[config.mk]
export PLATFORM = sky130hd
export DESIGN_NAME = pwm_capture
export DESIGN_NICKNAME = d
export VERILOG_FILES = /design/src/rtl/pwm_capture.sv
export SDC_FILE = /design/constraint.sdc
export NUM_CORES = 1
export LEC_CHECK = 0
export ABC_AREA = 1
export CAP_MARGIN = 20
export CORE_UTILIZATION = 43
export DETAILED_ROUTE_END_ITERATION = 8
export RECOVER_POWER = 100
export REMOVE_ABC_BUFFERS = 1
export SKIP_CTS_REPAIR_TIMING = 1
export SLEW_MARGIN = 20
export SYNTH_ARGS = -nofsm -noshare
export SYNTH_HDL_FRONTEND = slang
export SYNTH_SLANG_ARGS = --single-unit
[constraint.sdc]
create_clock -name in_clk -period 1.92 [get_ports in_clk]
set_clock_uncertainty 0.2 [all_clocks]
set_input_delay 0.192 -clock in_clk [delete_from_list [all_inputs] [get_ports in_clk]]
set_output_delay 0.192 -clock in_clk [all_outputs]
set_load 0.005 [all_outputs]
[src/rtl/pwm_capture.sv]
// PWM period / high-time capture: synchronizes in_pwm, measures rise-to-rise
// period and rise-to-fall high time in in_clk cycles, with timeout on lost input.
module pwm_capture #(
  parameter int unsigned n = 8
) (
  input  logic         in_clk,
  input  logic         in_res,
  input  logic         in_pwm,
  input  logic         in_enable,
  output logic [n-1:0] out_period,
  output logic [n-1:0] out_high,
  output logic         out_valid,
  output logic         out_timeout
);

  typedef enum logic [1:0] {IDLE, ARM, MEASURE} state_t;

  localparam logic [n-1:0] CNT_ONE = n'(1);

  state_t       state, state_nxt;
  logic         s1, s2, s3;
  logic         rise, fall;
  logic [n-1:0] period_cnt, period_nxt;
  logic [n-1:0] high_cnt, high_nxt;
  logic         high_done, high_done_nxt;
  logic [n-1:0] out_period_nxt, out_high_nxt;
  logic         valid_nxt, timeout_nxt;

  assign rise = s2 & ~s3;
  assign fall = ~s2 & s3;

  always_ff @(posedge in_clk) begin
    if (in_res) begin
      state       <= IDLE;
      s1          <= 1'b0;
      s2          <= 1'b0;
      s3          <= 1'b0;
      period_cnt  <= '0;
      high_cnt    <= '0;
      high_done   <= 1'b0;
      out_period  <= '0;
      out_high    <= '0;
      out_valid   <= 1'b0;
      out_timeout <= 1'b0;
    end else begin
      state       <= state_nxt;
      s1          <= in_pwm;
      s2          <= s1;
      s3          <= s2;
      period_cnt  <= period_nxt;
      high_cnt    <= high_nxt;
      high_done   <= high_done_nxt;
      out_period  <= out_period_nxt;
      out_high    <= out_high_nxt;
      out_valid   <= valid_nxt;
      out_timeout <= timeout_nxt;
    end
  end

  always_comb begin
    state_nxt      = state;
    period_nxt     = period_cnt;
    high_nxt       = high_cnt;
    high_done_nxt  = high_done;
    out_period_nxt = out_period;
    out_high_nxt   = out_high;
    valid_nxt      = 1'b0;
    timeout_nxt    = 1'b0;

    // Disable outranks both a rise and a timeout landing in the same cycle.
    if (!in_enable) begin
      state_nxt     = IDLE;
      period_nxt    = '0;
      high_nxt      = '0;
      high_done_nxt = 1'b0;
    end else begin
      case (state)
        IDLE: begin
          state_nxt     = ARM;
          period_nxt    = '0;
          high_nxt      = '0;
          high_done_nxt = 1'b0;
        end
        ARM: begin
          if (rise) begin
            state_nxt     = MEASURE;
            period_nxt    = CNT_ONE;
            high_nxt      = CNT_ONE;
            high_done_nxt = 1'b0;
          end
        end
        MEASURE: begin
          // A rise closes one measurement and opens the next on the same edge.
          if (rise) begin
            out_period_nxt = period_cnt;
            out_high_nxt   = high_cnt;
            valid_nxt      = 1'b1;
            period_nxt     = CNT_ONE;
            high_nxt       = CNT_ONE;
            high_done_nxt  = 1'b0;
          end else if (period_cnt == '1) begin
            state_nxt     = ARM;
            timeout_nxt   = 1'b1;
            period_nxt    = '0;
            high_nxt      = '0;
            high_done_nxt = 1'b0;
          end else begin
            period_nxt = period_cnt + CNT_ONE;
            if (!high_done && s2) begin
              high_nxt = high_cnt + CNT_ONE;
            end
            if (fall) begin
              high_done_nxt = 1'b1;
            end
          end
        end
        default: begin
          state_nxt     = IDLE;
          period_nxt    = '0;
          high_nxt      = '0;
          high_done_nxt = 1'b0;
        end
      endcase
    end
  end

endmodule

==> run_results.csv, run 1 <==
group,metric,value,unit
clock_tree,cts_made_buffers,5,
sta,fin_crit,1.79,ns
final_layout,diodes,0,
synthesis,synth.distinct_cells,32,
flow_run,maxCapViolations,0,
floorplan,fp.dieArea,0.00471,sq mm
final_layout,fin_cells,327,
detailed_routing,routed_wl,3800,um
sta,hold_viol_final,0,
place,dp_cells,319,
run_status,outcome,"finished, final reports clean",
final_layout,regArea,801,sq um
synthesis,synth-main-ff-cell,"dfxtp_1",
place,finalWeightedCongestion,0.826,
critical_path,cp_max_fo,16,
critical_path,arrival,1.79,ns
place,dpl_cell_area,0.00215,sq mm
grt,antenna_found_initial,0,
synthesis,syn_area,0.00191,sq mm
detailed_routing,first_pass_iters,4,
floorplan,coreArea,0.00414,sq mm
final_layout,multi_input_area,936,sq um
synthesis,synth_edf_count,0,
min_path,hp-start,"in_pwm",
grt,grt_max_degree,26,
floorplan,dieWidth,68.7,um
final_layout,areaGrowthSynthToFinish,18.8,%
synthesis,synth.ff_latch_count,40,
synthesis,syn_area_per_cell,7.55,sq um
clock_tree,cts_root_buf,"clkbuf_8",
clock_tree,cts_tree,"done",
floorplan,num_rows,23,
critical_path,critPathSlowestCell,"dfxtp_1",
min_path,hp-class,"input pin to register",
place,io_buffers,21,
critical_path,required,1.92,ns
detailed_routing,ant_nets,0,
detailed_routing,drc,0,
critical_path,critPathTopFamily,"simple AND/OR/NAND/NOR gates",
synthesis,netlist_instances,253,
detailed_routing,wire_per_inst,11.6,um
critical_path,cp-start-kind,"register",
synthesis,synth_top_area_share,41.9,%
grt,grt_usage,17.8,%
critical_path,crit_type,"register to register",
detailed_routing,drtIter0Drc,132,
critical_path,critical_path.startpoint,"period_cnt[0]",
synthesis,async_reset_ff_share,0,%
place,dpl.hpwl,2700,um
floorplan,io-pin-count,22,
power_and_ir_drop,fin_total_pwr,1.67,mW
clock_tree,clock_path_buffers,2,
power_and_ir_drop,power.density,736,mW/mm^2
synthesis,ys_seq_area_share,41.9,%
power_and_ir_drop,ir_drop,0.436,mV
clock_tree,cts.sinks,40,
critical_path,rr_startpoint,"period_cnt[0]",
final_layout,final_nets,287,
critical_path,path_cells,"ha_1 -> nand2_2 -> nor2_4 -> nand2_4 -> nand3_4 -> nand3_2 -> nand3_1 -> nor2_2",
sta,worst_pin_slew,0.930,ns
synthesis,yosys_warnings,0,
critical_path,crit_buf_inv,0,
grt,grt_pass1_vias,1330,
final_layout,nFillCells,432,
detailed_routing,vias_per_cell,4.99,
sta,relSlewSlack,38.0,%
sta,hold_slack,0.204,ns
power_and_ir_drop,leakagePower,0.917,nW
critical_path,max_stage_delay,0.44,ns
detailed_routing,vias,1631,
final_layout,layout-drive-gt1-share,11.9,%
sta,setup_violations,0,
floorplan,fp.dieH,68.7,um
synthesis,synth_area_leader_cell,"dfxtp_1",
synthesis,synth.top_cells.by_area,"dfxtp_1 42%, nand2_1 9.4%, nand3_1 8.9%",
grt,grt_pass1_wl,6150,um
floorplan,initial_core_util,46.1,%
critical_path,cp-end-kind,"register",
critical_path,r2r_setup_slack,0.13,ns
final_layout,final_area,0.00227,sq mm
clock_tree,clkTransAtPathRegs,0.08,ns
grt,grt.overflow.total,0,
sta,slew_violations,0,
sta,fin_crit_sh,93.2,%
clock_tree,insertion_delay,0.30,ns
clock_tree,h-tree-depth,2,
sta,max_freq,559,MHz
sta,setup_tns,0,ns
## state kept, by name (all words and copies together), names as in the netlist
register / flops
high_cnt: 8
out_high: 8
out_period: 8
period_cnt: 8
state: 2
high_done: 1
out_timeout: 1
out_valid: 1
s1: 1
s2: 1
s3: 1
## logic make-up (layout without fill, tap and decap cells)
group,count (synthesis),in the layout,synth area share [%]
AO/OA/AOI/OAI,33,33,9.30
adder cells (fa/ha/maj),7,7,4.58
buffers and inverters,40,64,9.50
flip-flops,40,40,41.9
XOR/XNOR,1,1,0.458
AND/OR/NAND/NOR,132,132,34.2
## worst paths after layout
path                            depth (start not counted)           to
worst max-delay path                                    8  high_cnt[5]
worst max register to register                          8  high_cnt[5]
worst min-delay path                                    3           s1
worst min register to register                          2           s2
## cell usage after synthesis, drive strengths merged, types with 2 or more instances
master  number
nand2       52
dfxtp       40
nand3       35
inv         31
nor2        31
a21oi       28
ha           7
buf          6
nand4        5
nor3         4
clkbuf       3
nand3b       2
o21ai        2
## power breakdown
group          switching (mW)  total (mW)  internal [mW]  leakage, nW
Clock                   0.321       0.713          0.392       0.0548
Combinational          0.0811       0.116         0.0354        0.539
Sequential            0.00479       0.840          0.836        0.323
Total                   0.407        1.67           1.26        0.917
## worst register-to-register path: cells and delay by family, from the launching register on
kind / cells / cell delay [ns]
and+or+nand+nor: 7 / 0.81
DFF: 1 / 0.44
adders and majority gates: 1 / 0.24
## cells in the final DEF, fill, tap and decap left out, drive strengths merged
cell type      instances
clkbuf                 6
inv                   32
a211oi                 1
nand3                 35
nor3                   4
ha                     7
dlygate4sd3           19
nand4                  5
clkdlybuf4s50          2
or2                    1
nor2                  31
clkinvlp               1
a41oi                  1
o21ai                  2
bufinv                 1
nand2                 52
nand3b                 2
buf                    3
nor3b                  1
a21oi                 28
o22ai                  1
xor2                   1
dfxtp                 40
nor4                   1
## stage by stage
stage / utilization (%) / worst slack [ns]
6_report: 54.8 / 0.131
5_1_grt: 54.8 / -0.00355
4_1_cts: 54.7 / 0.0579
3_5_place_dp: 51.9 / 0.0724
3_3_place_gp: 51.9 / 0.0817
2_1_floorplan: - / 0.305
## layer usage
metal	GRT usage, %	up-vias	routed length (um)
met5	0	-	0
met4	7.55	0	44
met3	5.26	4	190
met2	24.9	48	1570
met1	25.0	704	2000
li1	-	875	-
## final cells by class
class,count,share of cell area [%]
clock inverter,3,2.04
timing repair buffer,25,10.4
sequential,40,35.3
multi-input combinational,173,41.2
clock buffer,5,3.03
tap,50,2.76
inverter,31,5.24
Note: power is estimated with default switching activity, not from simulation.
==> inputs of run 2 (changes only) <==
CORE_UTILIZATION = 40   (was 43)
==> run 2 against run 1 <==
The run now ends with DRC left. Flip-flop and latch count stayed put. Hold slack improved by 0.0063 ns. Cell count grew 0.31%. Maximum frequency up 2.0%. Die area is 7.3% higher.
==> run_results.csv, run 2 (synthesized netlist as in run 1, its figures left out) <==
group,metric,value,unit
run_status,outcome,"finished with violations",
final_layout,final_common_cell,"nand2_1",
detailed_routing,wl_met1,1970,um
final_layout,areaGrowthSynthToFinish,17.4,%
power_and_ir_drop,p_comb_share,7.9,%
place,io_buffers,21,
sta,hold_viol_final,0,
power_and_ir_drop,leakagePower,0.905,nW
grt,grt.overflow.total,0,
final_layout,layout-drive-gt1-share,12.7,%
floorplan,dieWidth,71.1,um
grt,grt_pass1_vias,1451,
sta,hold_slack,0.210,ns
clock_tree,clock_path_buffers,2,
power_and_ir_drop,seq_power_share,56.6,%
sta,setup_tns,0,ns
power_and_ir_drop,swShare,24.6,%
final_layout,nFillCells,457,
floorplan,initial_core_util,42.7,%
grt,grt_usage,16.4,%
critical_path,cp-start-kind,"register",
detailed_routing,vias,1635,
final_layout,fin_cells,328,
sta,fin_crit,1.75,ns
floorplan,num_rows,24,
clock_tree,clkTransAtPathRegs,0.07,ns
detailed_routing,drtIter0Drc,81,
critical_path,required,1.93,ns
sta,fin_crit_sh,91.4,%
grt,antenna_found_initial,0,
detailed_routing,top_layer_used,"met4",
power_and_ir_drop,p_int,1.12,mW
clock_tree,cts_made_buffers,5,
sta,setup_violations,0,
sta,relSlewSlack,78.0,%
detailed_routing,first_pass_iters,6,
min_path,hp-class,"register to register",
detailed_routing,wire_per_inst,11.6,um
clock_tree,insertion_delay,0.28,ns
detailed_routing,vias_per_cell,4.98,
final_layout,diodes,0,
clock_tree,cts_tree,"done",
critical_path,arrival,1.77,ns
place,finalWeightedCongestion,0.833,
clock_tree,h-tree-depth,2,
floorplan,fp.dieH,71.1,um
final_layout,final_nets,287,
run_status,violations,"DRC",
sta,max_freq,570,MHz
grt,grt_max_degree,26,
grt,grt_pass1_wl,6580,um
power_and_ir_drop,pwr-share-clk,35.4,%
detailed_routing,wl_met2,1670,um
critical_path,cp_max_fo,6,
sta,worst_pin_slew,0.329,ns
critical_path,crit_type,"register to register",
place,dpl.hpwl,2690,um
detailed_routing,dr_wl_met3,126,um
flow_run,maxCapViolations,0,
power_and_ir_drop,ir_drop,0.494,mV
floorplan,fp.dieArea,0.00506,sq mm
final_layout,final_cell_mix,"47 x nand2_1, 39 x dfxtp_1, 33 x nand3_1",
detailed_routing,ant_nets,0,
place,dp_cells,321,
clock_tree,cts_root_buf,"clkbuf_8",
floorplan,coreArea,0.00447,sq mm
sta,slew_violations,0,
power_and_ir_drop,power.density,662,mW/mm^2
detailed_routing,routed_wl,3790,um
floorplan,io-pin-count,22,
power_and_ir_drop,p_switching,0.365,mW
critical_path,cp-end-kind,"register",
detailed_routing,drc,2,
sta,grt_setup_unrepaired,"false",
power_and_ir_drop,fin_total_pwr,1.48,mW
clock_tree,cts.sinks,40,
## run 2: changes by cell type in the layout (fill, tap and decap cells not counted), sizes merged
cell,before,now
inv,32,31
buf,3,4
clkinvlp,1,0
bufinv,1,0
clkinv,0,1
## run 2: final timing paths
| kind | from | to | slack, ns | cells after the start |
|---|---|---|---|---|
| worst max-delay path | state[0] | period_cnt[3] | 0.17 | 7 |
| worst max register to register | state[0] | period_cnt[3] | 0.17 | 7 |
| worst min-delay path | s1 | s2 | 0.21 | 2 |
| worst min register to register | s1 | s2 | 0.21 | 2 |
## run 2: area by class of cell
cell class / count / area (sq um) / share of cell area, %
inverter: 31 / 119 / 5.30
tap: 52 / 65.1 / 2.90
clock inverter: 1 / 5.00 / 0.223
multi-input combinational: 173 / 938 / 41.9
timing repair buffer: 25 / 240 / 10.7
clock buffer: 6 / 72.6 / 3.24
sequential: 40 / 802 / 35.8
## run 2: per-stage QoR
| stage | instance area (sq um) | util, % | setup slack, ns |
|---|---|---|---|
| floorplan | 1850 | - | 0.305 |
| global placement | 2150 | 48.1 | 0.114 |
| detailed placement | 2150 | 48.1 | 0.0787 |
| CTS | 2230 | 49.9 | 0.0671 |
| global route | 2240 | 50.1 | 0.00302 |
| finish | 2240 | 50.1 | 0.166 |
## run 2: worst max-delay path, cell delays in order, from the launching register on
cell     delay [ns]
dfxtp_1        0.37
inv_1          0.09
ha_1           0.32
nor3b_2        0.20
nand2_1        0.14
nand2_1        0.10
nand2_2        0.11
nor3_1         0.17
## run 2: power groups by stage
stage | Sequential (mW) | Clock, mW | Combinational [mW]
after floorplan | 0.859 | 0 | 0.0739
after global placement | 0.860 | 0 | 0.118
after detailed placement | 0.860 | 0 | 0.117
after CTS | 0.841 | 0.540 | 0.118
after global routing | 0.842 | 0.577 | 0.133
final | 0.841 | 0.526 | 0.118
## run 2: metal layers
metal  vias up  GRT usage [%]
li1        863              -
met1       740           22.3
met2        27           25.3
met3         5           4.42
met4         0           5.33
met5         -              0
